===== config.mk =====
export PLATFORM = sky130hd
export DESIGN_NAME = spi_master
export DESIGN_NICKNAME = d
export VERILOG_FILES = /design/src/rtl/spi_pkg.sv /design/src/rtl/spi_clk_div.sv /design/src/rtl/spi_master.sv
export SDC_FILE = /design/constraint.sdc
export NUM_CORES = 1
export LEC_CHECK = 0
export BUFFER_PORTS_ARGS = -buffer_cell sky130_fd_sc_hd__buf_2
export CORE_ASPECT_RATIO = 1.25
export CORE_UTILIZATION = 53
export CTS_BUF_LIST = sky130_fd_sc_hd__clkbuf_4 sky130_fd_sc_hd__clkbuf_8
export CTS_CLUSTER_SIZE = 10
export DETAILED_ROUTE_END_ITERATION = 8
export PLACE_DENSITY = 0.78
export SYNTH_ARGS = -nofsm -noshare
export SYNTH_HDL_FRONTEND = slang
export SYNTH_SLANG_ARGS = --single-unit

===== constraint.sdc =====
create_clock -name clk -period 2.25 [get_ports clk]
set_input_delay 0.45 -clock clk [delete_from_list [all_inputs] [get_ports clk]]
set_output_delay 0.45 -clock clk [all_outputs]
set_load 0.02 [all_outputs]

===== src/rtl/spi_pkg.sv =====
`default_nettype none
// ============================================================================
// Module   : spi_pkg
// Purpose  : Shared state type and frame constants for the LIS3DH SPI master.
// Revision : 1.0
// ============================================================================
package spi_pkg;

   typedef enum logic [2:0] {
      IDLE  = 3'd0,
      LEAD  = 3'd1,
      LOW   = 3'd2,
      HIGH  = 3'd3,
      TRAIL = 3'd4,
      DONE  = 3'd5
   } spi_state_t;

   localparam int CMD_RW_BIT  = 23;
   localparam int CMD_MS_BIT  = 22;
   localparam int FRAME_SHORT = 16;
   localparam int FRAME_LONG  = 24;

   // Index of the final bit of a frame, as seen by a zero-based bit counter.
   function automatic logic [4:0] last_bit_idx(input logic is_long);
      return is_long ? 5'(FRAME_LONG - 1) : 5'(FRAME_SHORT - 1);
   endfunction

endpackage
`default_nettype wire


===== src/rtl/spi_clk_div.sv =====
`default_nettype none
// ============================================================================
// Module   : spi_clk_div
// Purpose  : Counts SPC_HALF clk cycles per phase and pulses o_tick on the last.
// Revision : 1.0
// ============================================================================
module spi_clk_div #(
   parameter int SPC_HALF = 2
) (
   input  logic clk,
   input  logic reset,
   input  logic i_en,
   output logic o_tick
);

   localparam int            CW   = (SPC_HALF > 1) ? $clog2(SPC_HALF) : 1;
   localparam logic [CW-1:0] LAST = CW'(SPC_HALF - 1);

   logic [CW-1:0] cnt_q, cnt_d;

   // The counter restarts on every tick so each phase is exactly SPC_HALF long.
   always_comb begin
      o_tick = i_en && (cnt_q == LAST);
      cnt_d  = cnt_q;
      if (!i_en || o_tick) begin
         cnt_d = '0;
      end else begin
         cnt_d = cnt_q + CW'(1);
      end
   end

   always_ff @(posedge clk or posedge reset) begin
      if (reset) begin
         cnt_q <= '0;
      end else begin
         cnt_q <= cnt_d;
      end
   end

endmodule
`default_nettype wire


===== src/rtl/spi_master.sv =====
`default_nettype none
// ============================================================================
// Module   : spi_master
// Purpose  : Mode-3 SPI master for the LIS3DH, 16/24-bit frames; optional
//            busy output when SPI_BUSY_EN is defined.
// Revision : 1.0
// ============================================================================
module spi_master
   import spi_pkg::*;
#(
   parameter int SPC_HALF = 2
) (
   input  logic        clk,
   input  logic        reset,
   input  logic [23:0] data_tx,
   input  logic        data_tx_valid,
   output logic        done,
   output logic [15:0] data_rx,
   input  logic        sdo,
   output logic        cs,
   output logic        spc,
   output logic        sdi
`ifdef SPI_BUSY_EN
   ,
   output logic        busy
`endif
);

   spi_state_t  state_q, state_d;
   logic [23:0] shift_q, shift_d;
   logic [15:0] rx_q, rx_d;
   logic [15:0] data_rx_q, data_rx_d;
   logic [4:0]  bit_cnt_q, bit_cnt_d;
   logic        long_q, long_d;
   logic        cs_q, cs_d;
   logic        spc_q, spc_d;
   logic        sdi_q, sdi_d;
   logic        done_q, done_d;
   logic        div_en;
   logic        tick;

   assign div_en = state_q inside {LEAD, LOW, HIGH, TRAIL};

   spi_clk_div #(
      .SPC_HALF (SPC_HALF)
   ) u_clk_div (
      .clk    (clk),
      .reset  (reset),
      .i_en   (div_en),
      .o_tick (tick)
   );

   // Pin outputs are registered from next-state values so they never glitch.
   always_comb begin
      state_d   = state_q;
      shift_d   = shift_q;
      rx_d      = rx_q;
      data_rx_d = data_rx_q;
      bit_cnt_d = bit_cnt_q;
      long_d    = long_q;
      cs_d      = cs_q;
      spc_d     = spc_q;
      sdi_d     = sdi_q;
      done_d    = 1'b0;

      case (state_q)
         IDLE: begin
            if (data_tx_valid) begin
               state_d   = LEAD;
               shift_d   = data_tx;
               long_d    = data_tx[CMD_MS_BIT];
               bit_cnt_d = '0;
               cs_d      = 1'b0;
               spc_d     = 1'b1;
               sdi_d     = data_tx[CMD_RW_BIT];
            end
         end
         LEAD: begin
            if (tick) begin
               state_d = LOW;
               spc_d   = 1'b0;
            end
         end
         LOW: begin
            if (tick) begin
               state_d = HIGH;
               spc_d   = 1'b1;
               rx_d    = {rx_q[14:0], sdo};
            end
         end
         HIGH: begin
            if (tick) begin
               if (bit_cnt_q == last_bit_idx(long_q)) begin
                  state_d = TRAIL;
               end else begin
                  state_d   = LOW;
                  spc_d     = 1'b0;
                  bit_cnt_d = bit_cnt_q + 5'd1;
                  shift_d   = {shift_q[22:0], 1'b0};
                  sdi_d     = shift_q[22];
               end
            end
         end
         TRAIL: begin
            if (tick) begin
               state_d   = DONE;
               cs_d      = 1'b1;
               sdi_d     = 1'b1;
               done_d    = 1'b1;
               // Short frames only carry one data byte; the command-phase bits are dropped.
               data_rx_d = long_q ? rx_q : {8'h00, rx_q[7:0]};
            end
         end
         DONE: begin
            state_d = IDLE;
         end
         default: begin
            state_d = IDLE;
            cs_d    = 1'b1;
            spc_d   = 1'b1;
            sdi_d   = 1'b1;
         end
      endcase
   end

   always_ff @(posedge clk or posedge reset) begin
      if (reset) begin
         state_q   <= IDLE;
         shift_q   <= '0;
         rx_q      <= '0;
         data_rx_q <= '0;
         bit_cnt_q <= '0;
         long_q    <= 1'b0;
         cs_q      <= 1'b1;
         spc_q     <= 1'b1;
         sdi_q     <= 1'b1;
         done_q    <= 1'b0;
      end else begin
         state_q   <= state_d;
         shift_q   <= shift_d;
         rx_q      <= rx_d;
         data_rx_q <= data_rx_d;
         bit_cnt_q <= bit_cnt_d;
         long_q    <= long_d;
         cs_q      <= cs_d;
         spc_q     <= spc_d;
         sdi_q     <= sdi_d;
         done_q    <= done_d;
      end
   end

   assign cs      = cs_q;
   assign spc     = spc_q;
   assign sdi     = sdi_q;
   assign done    = done_q;
   assign data_rx = data_rx_q;

`ifdef SPI_BUSY_EN
   logic busy_q, busy_d;

   always_comb begin
      busy_d = state_d inside {LEAD, LOW, HIGH, TRAIL};
   end

   always_ff @(posedge clk or posedge reset) begin
      if (reset) begin
         busy_q <= 1'b0;
      end else begin
         busy_q <= busy_d;
      end
   end

   assign busy = busy_q;
`endif

endmodule
`default_nettype wire


Word level (Yosys, flattened, before mapping)
Index checks and enable logic that the tools add are counted.
Word-level totals
  input port bits: 28
  memory bits (writable): 0
  memories: 0
  register bits after elaboration: 69
  output and inout bits: 20
  logic and storage cells: 77
  bits in latches: 0
  memory bits (read-only): 0
Cells by class
  add/subtract/negate cells: 2
  order comparisons: 0
  multiply operators: 0
  div/mod/pow operators: 0
  shift operators: 0
  reduce and logical (&&, ||, !) cells: 17
  bitwise logic cells: 3
  equality and inequality tests: 12
  muxes and demuxes: 32
Operators by type and width (number)
  $mux 23: 3
  $pmux 23 s2: 1
  $mux 5: 4
  $mux 3: 6
  $mux 16: 1
  $pmux 3 s5: 1
  $mux 1: 12
  $ne 2x2->1 const B: 6
  $pmux 5 s2: 1
  $reduce_and 5->1: 2
  $eq 3x2->1 const B: 2
  $eq 3x3->1 const B: 2
  $reduce_and 2->1: 3
  $reduce_and 6->1: 1
  $add 5x1->5 const B: 1
  $eq 5x5->1: 1
  $pmux 1 s5: 1
  $pmux 1 s4: 1
  $reduce_and 4->1: 1
  $reduce_bool 4->1: 1
  $reduce_or 4->1: 1
  $eq 3x1->1 const B: 1
  $logic_not 3->1: 1
  $not 1->1: 3
  9 further kinds: 9

Logic depth before layout (Yosys ltp)
  word-level depth: 5
  mapped depth: 8

Modules after synthesis
Synthesis repeated with hierarchy kept, for this count alone.
Unflattened totals
  cell total of the unflattened synthesis: 281
  area total of the unflattened synthesis: 3309.4 um2
By module, submodules not included
  spi_master: cells each 277, sequential area each 1705.4 um2, area each 3264.4 um2, instances 1
  spi_clk_div: cells each 4, sequential area each 25.0 um2, area each 45.0 um2, instances 1

Worst setup path after synthesis
OpenSTA, ideal clock, no wires.
  path kind: register to register
  start: register state_q[1]
  end: register bit_cnt_q[3]
  path buffers: 3
  setup time: 137 ps
  required time: 2113 ps
  slack: 364 ps
  arrival time: 1749 ps
  cell stages (with the launch flop): 8
  cells stage by stage: dfrtp_1 -> buf_6 -> or4b_1 -> buf_2 -> and2_4 -> buf_6 -> o311ai_1 -> o31ai_1
Between the ends
  longest elaborated chain between the ends: 5
  elaborated cells between the ends (all ways): 13
  classes of those cells: eq/ne: 7; mux: 1; reduce/logical: 5
Ends and longest elaborated chain
  from (decl): RTL line spi_master.sv:29  | spi_state_t state_q, state_d;
  from (signal assigned): RTL line spi_master.sv:139  | state_q <= state_d;
  $eq 3x1->1, or another cell as far along: RTL line spi_master.sv:42  | assign div_en = state_q inside {LEAD, LOW, HIGH, TRAIL};
  $reduce_bool 4->1: RTL line spi_master.sv:42
  $logic_and 1x1->1: RTL line spi_clk_div.sv:23  | o_tick = i_en && (cnt_q == LAST);
  $ne 2x2->1 (no source line)
  $reduce_and 4->1 (no source line)
  to (signal assigned): RTL line spi_master.sv:143  | bit_cnt_q <= bit_cnt_d;
  to (decl): RTL line spi_master.sv:33  | logic [4:0] bit_cnt_q, bit_cnt_d;
Parallel ways exist; a longest one is shown, timed or not.
A chain may end at the register's enable or synchronous reset.

Worst setup path after layout
Ends and elaborated chain as after synthesis.

==> summary.md <==
| Metric | Value |
|---|---|
| Outcome | finished clean |
| Residual DRC count | 0 |
| CP max stage delay | about 0.55 ns |
| GP Congestion | roughly 0.8 |
| RR Endpoint | bit_cnt_q[3] |
| Total vias in the final route | around 2400 |
| Worst Skew | between 0.007 and 0.008 ns |
| Max_cap viols | 0 |
| Fmax | 553.7 MHz |
| H-tree levels | 3 |
| Register bit total from synthesis | 69 |
| Cells after Synth | roughly 300 |
| Cts bufs inserted | 9 |
| Row cnt | 31 |
| Worst-path maximum fanout | 8 |
| Final min period | ~1.8 ns |
| Vias in the first global route | 2194 |
| Tot Pwr | about 2.4 mW |
| Setup TNS | 0 ns |
| Mean Syn Cell Area | between 10 and 15 sq um |
| FILL cells | between 400 and 500 |
| Starting Density | 0.5493 |
| Fraction of layout cells with a size suffix above 1 | 0.3494 |
| CTS tree | built |
| Dpl cells | about 400 |
| CTS root buf | clkbuf_8 |
| # setup viols final | 0 |
| Synth-to-Final Area Change | 15.06% |
| Warnings from Yosys | 0 |
| Pin count of the biggest net entering global routing | 70 |
| Clk_lat worst skew | roughly 0.35 ns |
| Worst path cell trace | or4b_1 > buf_4 > nand2_1 > o21ai_0 > o31ai_1 |
| Bufs on Longest Clock Path | 2 |
| Die Y | ~90 um |
| 1st-iter DRT viols | 117 |
| Reg clk slew, reported paths | approximately 0.070 ns |
| Layout Cells excl Fill | about 420 |
| Primary FF master, synth | dfrtp_1 |
| First drt pass iteration count | 4 |
| Max-slew violation count | 0 |
| Top Family by Delay on Critical Path | simple AND/OR/NAND/NOR gates |
| Pwr dens | 650.6 nW/um^2 |
| Headroom to the max-slew limit | 0.6930 |
| Reg2Reg Depth | 5 |
| RSZ-0062 raised after global routing | no |
| Ant. Diodes | 0 |
| Dpl hpwl | ~3.8 mm |
| Port buffer count | between 40 and 50 |
| Leakage | roughly 1.8 nW |
| Slew of the pin with the lowest slew margin | approximately 0.46 ns |
| Final nets | about 380 |
| Startpoint Class | flip-flop |
| Synth unique cells | 38 |
| ANT nets after route | 0 |
| Post-DR vias/cell | between 5 and 6 |
| Maximum vdd drop | 0.0004452 V |
| Hold Vio Cnt, Final | 0 |
| CP max-delay cell | or4b_1 |
| Seq/Total Area, Yosys | 0.5451 |
| CP required | between 2 and 3 ns |
| Worst reg-to-reg setup slack | 0.44 ns |
| Commonest non-fill, non-tap cell in the layout | dfrtp_1 |
| Worst Setup End Kind | flip-flop |
| FF-to-FF Start | state_q[1] |
| DIE AREA | about 6300 sq um |
| Io pins | 48 |
| CORE AREA | 5779 sq um |
| Mapped Area | 3174 sq um |
| Syn Nets | approximately 330 |
| Routed WL | ~5.8 mm |
| Buffer and inverter count on the worst path | 1 |
| Worst hold path class | in -> async |
| Total global-route track usage | 0.2052 |
| First-pass GRT wire length | ~10 mm |
| Post-CTS Setup Bufs | 0 |
| Cts hold-fix bufs | 0 |
| Post-CTS Resized | 0 |
| Gr ovfl total | 0 |
| Number of synthesized flops with an enable pin | 0 |
| CTS sink count | a little under 70 |
| CP Depth | 5 |
| Critical path arrival | between 2 and 2.5 ns |
| Tcrit/Tclk final | 0.8027 |
| Critical setup path kind | reg -> reg |
| Commonest non-fill, non-tap cells in the layout | dfrtp_1 (66), nor2_1 (47), buf_2 (47) |
| Die width | about 71 um |
| WL per Instance | 13.93 um |
| Post-synthesis async set-or-reset flop share | 1.000 |
| Initial antenna violation count | 0 |
kinds of logic after synthesis:
logic type / count (synthesis) / synth area share
compound gates: 79 / 0.1723
xor+xnor: 1 / 0.002760
fa+ha+maj: 1 / 0.003941
buf+inv: 29 / 0.04730
flops: 69 / 0.5451
mux: 24 / 0.08514
simple gates: 99 / 0.1435
synthesized netlist by cell type (3+ instances only):
cell type,n,area (sq um)
buf_2,9,45.04
mux2_2,24,270.3
nand3_1,5,25.02
nand2b_1,5,31.28
a21oi_1,24,120.1
nor2_1,47,176.4
dfstp_2,3,78.83
nand2_1,28,105.1
o22a_2,17,170.2
o21ai_0,19,95.09
buf_6,4,45.04
nor3_1,3,15.01
o31ai_1,3,22.52
dfrtp_1,66,1652
o22a_1,4,35.03
clkbuf_1,10,37.54
inv_1,6,22.52
worst min-delay path: cells and delay by family:
| kind | cells | cell delay [ns] |
|---|---|---|
| buf+inv | 3 | 0.45 |
per-stage QoR:
stage,hold slack [ns],utilization,instance area [sq um],setup slack [ns]
2_1_floorplan,0.4667,-,3174,0.06510
3_3_place_gp,0.4565,0.5973,3452,0.3894
3_5_place_dp,0.4647,0.5973,3452,0.3576
4_1_cts,0.1791,0.6320,3652,0.4388
5_1_grt,0.2131,0.6320,3652,0.2535
6_report,0.1521,0.6320,3652,0.4440
per-layer routing:
layer,global-route usage,up-vias,share of wire
met4,0.1109,0,0.021
li1,-,1153,-
met3,0.03075,13,0.032
met1,0.2438,1136,0.46
met2,0.3602,49,0.49
met5,0,-,0
where the power goes:
group | total (mW) | switching [mW] | internal [mW] | leakage [nW]
logic | 0.0912 | 0.0462 | 0.0450 | 0.804
registers | 1.28 | 0.0177 | 1.26 | 0.869
clock network | 1.00 | 0.464 | 0.539 | 0.106
total | 2.38 | 0.527 | 1.85 | 1.78
state kept, by name, indices dropped and copies added, names as in the netlist:
signal           count
rx_q                16
long_q               1
shift_q             23
bit_cnt_q            5
spc                  1
done                 1
sdi                  1
data_rx             16
state_q              3
cs                   1
u_clk_div.cnt_q      1
worst max path at each step:
stage	from	end	slack [ns]
detailed placement	data_tx_valid	bit_cnt_q[3]	0.36
floorplan	reset	bit_cnt_q[0]	0.07
global route	state_q[1]	bit_cnt_q[4]	0.25
CTS	state_q[1]	bit_cnt_q[3]	0.44
finish	state_q[1]	bit_cnt_q[3]	0.44
global placement	data_tx_valid	bit_cnt_q[3]	0.39
cell type report:
class,instances,area (sq um),area share
flip-flops and latches,69,1730,0.4738
multi-input cells,204,1294,0.3542
repair buffers,57,322.8,0.08839
clock buffers,10,137.6,0.03768
well taps,66,82.58,0.02261
clock inverters,6,62.56,0.01713
inverters,6,22.52,0.006167
Power figures use the tool's default switching activity.
